==> src/rtl/math_multiplier_8bit_seq_if.sv <==
// ---------------------------------------------------------------------------
// math_multiplier_8bit_seq_if
//   Request/result bundle between the calculator control FSM (master) and the
//   sequential shift-and-add multiplier (slave).
//   start      master->slave  request, honoured only while the multiplier is idle
//   a, b       master->slave  unsigned operands, sampled on acceptance
//   mulResult  slave->master  registered product, held until the next completion
//   busy       slave->master  high while an operation is in progress
//   done       slave->master  one-cycle pulse when mulResult updates
// ---------------------------------------------------------------------------
interface math_multiplier_8bit_seq_if #(
    parameter int WIDTH = 8
);
    logic                   start;
    logic [WIDTH-1:0]       a;
    logic [WIDTH-1:0]       b;
    logic [2*WIDTH-1:0]     mulResult;
    logic                   busy;
    logic                   done;

    modport master (
        output start, a, b,
        input  mulResult, busy, done
    );

    modport slave (
        input  start, a, b,
        output mulResult, busy, done
    );
endinterface

==> src/rtl/math_multiplier_8bit_seq.sv <==
// ---------------------------------------------------------------------------
// math_multiplier_8bit_seq
//   Unsigned WIDTH x WIDTH -> 2*WIDTH shift-and-add multiplier. One multiplier
//   bit is consumed per clock; the product appears WIDTH cycles after a start
//   is accepted, together with a one-cycle done pulse.
//   clk    in   rising-edge system clock
//   rst_n  in   asynchronous active-low reset (aborts any operation in flight)
//   bus    slave side of math_multiplier_8bit_seq_if (start/a/b in,
//          mulResult/busy/done out)
// ---------------------------------------------------------------------------
module math_multiplier_8bit_seq #(
    parameter int WIDTH = 8
) (
    input  logic                        clk,
    input  logic                        rst_n,
    math_multiplier_8bit_seq_if.slave   bus
);
    localparam int PW    = 2 * WIDTH;
    localparam int CNT_W = $clog2(WIDTH + 1);

    localparam logic [0:0] S_IDLE = 1'b0;
    localparam logic [0:0] S_RUN  = 1'b1;

    logic [0:0]       state_q,  state_d;
    logic [PW-1:0]    mcand_q,  mcand_d;
    logic [WIDTH-1:0] mplier_q, mplier_d;
    logic [PW-1:0]    acc_q,    acc_d;
    logic [CNT_W-1:0] count_q,  count_d;
    logic [PW-1:0]    result_q, result_d;
    logic             busy_q,   busy_d;
    logic             done_q,   done_d;

    logic [PW-1:0]    acc_sum;

    // Partial-product accumulation for the current step; also the final
    // product on the last step, so it can be registered straight into the
    // result without an extra cycle.
    assign acc_sum = acc_q + (mplier_q[0] ? mcand_q : '0);

    always_comb begin
        state_d  = state_q;
        mcand_d  = mcand_q;
        mplier_d = mplier_q;
        acc_d    = acc_q;
        count_d  = count_q;
        result_d = result_q;
        busy_d   = busy_q;
        done_d   = 1'b0;

        unique case (state_q)
            S_IDLE: begin
                if (bus.start) begin
                    mcand_d  = {{WIDTH{1'b0}}, bus.a};
                    mplier_d = bus.b;
                    acc_d    = '0;
                    count_d  = CNT_W'(WIDTH);
                    busy_d   = 1'b1;
                    state_d  = S_RUN;
                end
            end
            S_RUN: begin
                acc_d    = acc_sum;
                mcand_d  = mcand_q << 1;
                mplier_d = mplier_q >> 1;
                count_d  = count_q - CNT_W'(1);
                // Last bit consumed this edge: publish and return to idle so
                // a new start can be accepted on the very next edge.
                if (count_q == CNT_W'(1)) begin
                    result_d = acc_sum;
                    done_d   = 1'b1;
                    busy_d   = 1'b0;
                    state_d  = S_IDLE;
                end
            end
            default: state_d = S_IDLE;
        endcase
    end

    always_ff @(posedge clk or negedge rst_n) begin
        if (!rst_n) begin
            state_q  <= S_IDLE;
            mcand_q  <= '0;
            mplier_q <= '0;
            acc_q    <= '0;
            count_q  <= '0;
            result_q <= '0;
            busy_q   <= 1'b0;
            done_q   <= 1'b0;
        end else begin
            state_q  <= state_d;
            mcand_q  <= mcand_d;
            mplier_q <= mplier_d;
            acc_q    <= acc_d;
            count_q  <= count_d;
            result_q <= result_d;
            busy_q   <= busy_d;
            done_q   <= done_d;
        end
    end

    assign bus.mulResult = result_q;
    assign bus.busy      = busy_q;
    assign bus.done      = done_q;

endmodule

==> src/flat_wrapper.sv <==
// flat-port wrapper written by rule: the top's interface ports become plain ports
module math_multiplier_8bit_seq_flat 
#(
    parameter int WIDTH = 8
)
  (clk, rst_n, bus_start, bus_a, bus_b, bus_mulResult, bus_busy, bus_done);
  math_multiplier_8bit_seq_if #(.WIDTH(WIDTH)) bus_i ();
  input  logic clk;
  input  logic rst_n;
  input wire logic [$bits(bus_i.start)-1:0] bus_start;
  input wire logic [$bits(bus_i.a)-1:0] bus_a;
  input wire logic [$bits(bus_i.b)-1:0] bus_b;
  output wire logic [$bits(bus_i.mulResult)-1:0] bus_mulResult;
  output wire logic [$bits(bus_i.busy)-1:0] bus_busy;
  output wire logic [$bits(bus_i.done)-1:0] bus_done;
  assign bus_i.start = bus_start;
  assign bus_i.a = bus_a;
  assign bus_i.b = bus_b;
  assign bus_mulResult = bus_i.mulResult;
  assign bus_busy = bus_i.busy;
  assign bus_done = bus_i.done;
  math_multiplier_8bit_seq #(.WIDTH(WIDTH)) u_core (.clk(clk), .rst_n(rst_n), .bus(bus_i));
endmodule
==> config.mk <==
export PLATFORM = sky130hd
export DESIGN_NAME = math_multiplier_8bit_seq_flat
export DESIGN_NICKNAME = d
export VERILOG_FILES = /design/src/rtl/math_multiplier_8bit_seq_if.sv /design/src/rtl/math_multiplier_8bit_seq.sv /design/src/flat_wrapper.sv
export SDC_FILE = /design/constraint.sdc
export NUM_CORES = 1
export LEC_CHECK = 0
export ABC_AREA = 1
export BUFFER_PORTS_ARGS = -buffer_cell sky130_fd_sc_hd__buf_4
export CORE_UTILIZATION = 40
export DETAILED_ROUTE_END_ITERATION = 8
export HOLD_SLACK_MARGIN = 0.12
export MAX_ROUTING_LAYER = met4
export PLACE_DENSITY_LB_ADDON = 0.05
export RECOVER_POWER = 50
export SKIP_LAST_GASP = 1
export SLEW_MARGIN = 20
export SYNTH_ARGS = -nofsm -noshare
export SYNTH_HDL_FRONTEND = slang
export SYNTH_SLANG_ARGS = --single-unit
export TNS_END_PERCENT = 20
==> constraint.sdc <==
create_clock -name clk -period 1.71 [get_ports clk]
set_input_delay 0.0855 -clock clk [delete_from_list [all_inputs] [get_ports clk]]
set_output_delay 0.0855 -clock clk [all_outputs]
set_load 0.1 [all_outputs]
==> metrics.cfg, run 1 <==
[clock_tree]
cts_buffer_depth = 2
clock_sinks = 63
clockRootBuffer = clkbuf_8
numCtsBuffers = 9
path_clk_slew_ns = 0.07
cts_tree = built
cts_max_level = 3
clkLatencyLatePin_ns = 0.34

[pwr]
powerDensity_mw_per_mm2 = 1780
p_clk_frac = 0.170
ir_worst_vdd_mv = 0.708
p_seq_frac = 0.304
total_leakage_power_nw = 2.50
p_int_w = 0.00442
combPwrFrac = 0.525
p_switching_w = 0.00390
switching_share = 0.469

[drt]
drc = 0
wirelength_um = 8280
ant_nets = 0
firstDrtPassIters = 4
avgRoutedWirePerCell_um = 12.7
vias = 3025
via_per_inst = 4.64
drt_iter0_drc = 110

[setup_path]
cpMostUsedCell = nand2_1
worstRegToRegCells = 12
path_delay_family = simple AND/OR/NAND/NOR gates
slowest_stage = dfrtp_2
path_buf_inv = 2
end_kind = flip-flop
startpoint_type = flip-flop
crit_required_ns = 1.99
cp.depth = 12
path_max_fanout = 4
max_stage_delay_ns = 0.44
path_class = flip-flop to flip-flop
crit_chain = buf_4 -> nand2_1 -> inv_2 -> fa_2 -> nand2_1 -> nand2_1 -> and2_4 -> nand2_2 -> nand2_2 -> xor2_2 -> nand2_1 -> nand2_1
arrival_ns = 2.14

[grt]
grt_pass1_vias = 3023
grt_util_met2 = 0.326
grt_pass1_wl_um = 14300
met3_usage = 0.0455
grt_util_met1 = 0.279
grt-ovfl-total = 0
grt_use_total = 0.212
busiest_layer = met2
grt_max_degree = 41
antenna_found_initial = 0

[finish]
syn_to_final_growth_pct = 33.8
final_core_util = 0.561
drive_gt1_frac = 0.239
nets = 580
num_antenna_cells = 0
n_fill_cell = 798

[floorplanning]
dieArea_mm2 = 0.00912
fp.coreArea_mm2 = 0.00834
fp-row-count = 33
io_pins = 37
fp.dieH_um = 95.5
die-width_um = 95.5
start_util = 0.419

[placement]
portBuffers = 36
dpl.hpwl_um = 5820
place_congestion = 0.816
pre_cts_ws_ns = -0.250

[timing]
post-route-period-util = 1.09
hold_violations = 0
worstMarginPinSlew_ns = 1.38
setup_violations = 24
period_minus_slack_ns = 1.86
fin_ws_ns = -0.154
tns_ns = -2.29
fin_skew_ns = 0.00636
grt_setup_unrepaired = true
slew_violations = 0
slew_headroom = 0.0814
max_freq_mhz = 536
fin_hold_ws_ns = 0.155

[synthesis]
postSynthAreaPerCell_um2 = 7.54
synth_top_area_frac = 0.451
yosys_warnings = 0
synthFlopType = dfrtp_1
synth-seq-cells = 63
synth_top_cell_by_area = dfrtp_1
synth_commonest_cells = nand2_1 (186), inv_1 (66), dfrtp_1 (63), nand3_1 (34), ha_1 (17)
synth_edf_count = 0
synthCells = 464
async_flop_share = 1.00
synthTopCellsByArea = dfrtp_1 (45%), nand2_1 (20%), inv_1 (7.1%)
synth.net_count = 501
synth_cell_types = 33
syn_area_mm2 = 0.00350
yosysSeqAreaShare = 0.451
synth_most_common_cell = nand2_1

[worst_hold_path]
worst_hold_path_type = input port to flip-flop
whs_path_depth = 4

[run_status]
status = complete, but fails checks
violations = setup timing

[run]
drv_cap = 0

==> registers in the layout, indices dropped and copies added (netlist names) <==
signal and flops:
u_core.acc_q 16, u_core.bus.mulResult 16, u_core.mcand_q 16, u_core.mplier_q 8, u_core.count_q 4, u_core.bus.busy 1, u_core.bus.done 1, u_core.state_q 1
==> timing repair <==
| action | in CTS | in global routing |
|---|---|---|
| hold buffers | 17 | 0 |
| endpoints found under the hold margin | 79 | 0 |
| gates resized for setup | 15 | 21 |
| endpoints found under the setup margin | 24 | 25 |
| pin swaps | 4 | 6 |
| buffers inserted | 1 | 1 |
==> path summary, 6_finish.rpt <==
path	start	endpoint	slack, ns
worst max-delay path	u_core.mplier_q[0]	u_core.acc_q[8]	-0.15
worst min-delay path	bus_start	u_core.count_q[2]	0.16
worst max register to register	u_core.mplier_q[0]	u_core.acc_q[8]	-0.15
worst min register to register	u_core.bus.mulResult[7]	u_core.bus.mulResult[7]	0.48
max in group asynchronous	rst_n	u_core.acc_q[9]	0.26
min in group asynchronous	rst_n	u_core.bus.mulResult[1]	0.58
==> final cells by class <==
type	count	area, µm²	share of cell area
Tap cell	105	131	0.0281
Clock inverter	4	70.1	0.0150
Clock buffer	11	141	0.0302
Multi-Input combinational cell	317	1810	0.387
Sequential cell	63	1580	0.337
Timing Repair Buffer	83	687	0.147
Inverter	69	262	0.0559
==> cell usage in the layout, fill, tap and decap left out, drive strengths merged, types with 2 or more instances in the layout <==
master,netlist,final
a21oi,7,7
bufinv,0,2
nor2,17,17
ha,17,17
dfrtp,63,63
dlygate4sd3,0,17
or2,5,5
clkinv,0,2
o22ai,7,7
nand3,34,34
nand3b,4,4
inv,69,69
o221ai,2,2
o21ai,15,15
nor3,3,3
nand2,189,189
a22oi,3,3
clkbuf,3,12
buf,12,65
o211ai,4,4
xor2,4,4
==> power by group through the flow <==
stage / Clock [W] / Sequential [W] / Combinational [W]
after floorplan: 0 / 0.00372 / 0.00172
after global placement: 0 / 0.00250 / 0.00409
after detailed placement: 0 / 0.00251 / 0.00412
after CTS: 0.00146 / 0.00252 / 0.00428
after global routing: 0.00153 / 0.00262 / 0.00478
final: 0.00142 / 0.00253 / 0.00438
==> logic make-up after synthesis <==
family / Yosys count / share of synthesized area
adders and majority gates: 18 / 0.0665
and+or+nand+nor: 254 / 0.302
DFF: 63 / 0.451
AOI/OAI and AO/OA: 40 / 0.0683
buffers and inverters: 84 / 0.100
xor gates and xnor gates: 5 / 0.0125
==> per-stage QoR <==
stage	cell area (µm²)	cells	total power [W]
2_1_floorplan	3540	464	0.00544
5_1_grt	4680	652	0.00893
3_3_place_gp	4080	618	0.00659
3_5_place_dp	4080	618	0.00663
4_1_cts	4580	651	0.00826
6_report	4680	652	0.00833
==> per-layer routing <==
layer / up-vias / share of wire
met3: 11 / 0.040
met5: - / 0
met2: 56 / 0.44
li1: 1600 / -
met4: 0 / 0.014
met1: 1358 / 0.51
==> worst register-to-register path, cell delays in order (launching register included) <==
cell	delay, ns
dfrtp_2	0.44
buf_4	0.15
nand2_1	0.07
inv_2	0.05
fa_2	0.35
nand2_1	0.07
nand2_1	0.06
and2_4	0.16
nand2_2	0.06
nand2_2	0.06
xor2_2	0.20
nand2_1	0.08
nand2_1	0.06
Power figures use the tool's default switching activity.
==> run 2, diff against run 1 <==
- RECOVER_POWER: 50 -> not set
==> run 2 against run 1 <==
Net effect: the run still ends with setup timing left; register-to-register slack barely moved; first-iteration DRC count did not move; count of clock-buffer cells in the layout did not move; sequential share of layout area barely moved; critical path type unchanged; critical endpoint unchanged; largest cell class unchanged; largest power group unchanged.
==> metrics.cfg, run 2 (same netlist as run 1, synthesis figures left out) <==
[finish]
final_core_util = 0.562
fin_area_mm2 = 0.00468
regArea_mm2 = 0.00158
nets = 580
num_antenna_cells = 0
mostFrequentLayoutCells = nand2_1 (176), buf_4 (64), dfrtp_1 (62), inv_1 (61), nand3_1 (31)
final_common_cell = nand2_1
syn_to_final_growth_pct = 33.9
final_cells = 652
n_fill_cell = 798
drive_gt1_frac = 0.241
multi_input_comb_area_mm2 = 0.00181

[placement]
place_congestion = 0.816
portBuffers = 36
dpl.hpwl_um = 5820
dp.cells = 618
place_area_mm2 = 0.00408

[floorplanning]
io_pins = 37
die-width_um = 95.5
fp-row-count = 33
dieArea_mm2 = 0.00912
fp.dieH_um = 95.5
start_util = 0.419
fp.coreArea_mm2 = 0.00834

[worst_hold_path]
holdCritStartpoint = bus_start
worst_hold_path_type = input port to flip-flop

[timing]
period_minus_slack_ns = 1.86
slew_violations = 0
fin_ws_ns = -0.154
setup_violations = 24
hold_violations = 0
fin_skew_ns = 0.00636
grt_setup_unrepaired = true
max_freq_mhz = 536
post-route-period-util = 1.09
worstMarginPinSlew_ns = 0.440
tns_ns = -2.29
slew_headroom = 0.706

[drt]
drc = 0
ant_nets = 0
drt_iter0_drc = 110
avgRoutedWirePerCell_um = 12.7
firstDrtPassIters = 4
wirelength_um = 8280
vias = 3025
via_per_inst = 4.64

[run_status]
violations = setup timing
status = complete, but fails checks

[grt]
grt-ovfl-total = 0
grt_pass1_wl_um = 14300
grt_use_total = 0.212
grt_pass1_vias = 3023
antenna_found_initial = 0
grt_max_degree = 41

[clock_tree]
clock_sinks = 63
numCtsBuffers = 9
cts_tree = built
clockRootBuffer = clkbuf_8
cts_buffer_depth = 2
cts_max_level = 3
clkLatencyLatePin_ns = 0.34
path_clk_slew_ns = 0.07

[setup_path]
crit_required_ns = 1.99
end_kind = flip-flop
cpMostUsedCell = nand2_1
crit_chain = buf_4 -> nand2_1 -> inv_2 -> fa_2 -> nand2_1 -> nand2_1 -> and2_4 -> nand2_2 -> nand2_2 -> xor2_2 -> nand2_1 -> nand2_1
crit_path_start = u_core.mplier_q[0]
path_class = flip-flop to flip-flop
regToRegStartpoint = u_core.mplier_q[0]
max_stage_delay_ns = 0.44
arrival_ns = 2.14
slowest_stage = dfrtp_2
path_max_fanout = 4
startpoint_type = flip-flop

[pwr]
powerDensity_mw_per_mm2 = 1780
total_leakage_power_nw = 2.50
ir_worst_vdd_mv = 0.708

[run]
drv_cap = 0

==> run 2: cell types whose count changed in the layout (fill, tap and decap cells not counted), sizes merged <==
cell,before,now
buf,65,66
clkbuf,12,11
==> run 2: critical path: cells and delay by family, from the launching register on <==
family	cells	cell delay [ns]
flops	1	0.44
simple gates	8	0.62
fa+ha+maj	1	0.35
buf+inv	2	0.20
xor+xnor	1	0.20
==> run 2: path summary, 6_finish.rpt <==
| kind | endpoint | slack (ns) | cells past startpoint |
|---|---|---|---|
| worst max-delay path | u_core.acc_q[8] | -0.15 | 12 |
| worst min-delay path | u_core.count_q[2] | 0.16 | 4 |
| worst max register to register | u_core.acc_q[8] | -0.15 | 12 |
| worst min register to register | u_core.bus.mulResult[7] | 0.48 | 2 |
| max in group asynchronous | u_core.acc_q[9] | 1.00 | 3 |
| min in group asynchronous | u_core.bus.mulResult[1] | 0.18 | 2 |
==> run 2: routing by layer <==
layer  global-route usage  wire length (µm)  vias up
met3               0.0455               328       11
li1                     -                 -     1600
met5                    -                 0        -
met2                0.326              3630       56
met4               0.0697               113        0
met1                0.279              4210     1358
==> run 2: power breakdown <==
| group | switching [W] | internal [W] | total (W) |
|---|---|---|---|
| clock network | 0.000571 | 0.000848 | 0.00142 |
| registers | 0.000440 | 0.00209 | 0.00253 |
| logic | 0.00289 | 0.00148 | 0.00438 |
| total | 0.00390 | 0.00443 | 0.00833 |
==> run 2: stage by stage <==
stage	worst slack (ns)	hold slack, ns	total power (W)
detailed placement	-0.250	0.0111	0.00663
CTS	-0.150	0.141	0.00826
floorplan	-0.0875	-0.210	0.00544
global route	-0.258	0.175	0.00893
finish	-0.154	0.155	0.00833
global placement	-0.240	0.00953	0.00659
==> run 2: area by class of cell <==
| type | count | share of cell area |
|---|---|---|
| multi-input cells | 317 | 0.387 |
| well taps | 105 | 0.0281 |
| repair buffers | 83 | 0.147 |
| clock buffers | 11 | 0.0302 |
| flip-flops and latches | 63 | 0.337 |
| clock inverters | 4 | 0.0150 |
| inverters | 69 | 0.0558 |
==> run 2: timing repair <==
action	CTS	global route
pin swaps	4	6
hold endpoints to repair	79	0
resized for setup	15	21
setup buffers	1	1
endpoints found under the setup margin	24	25
hold buffers	17	0
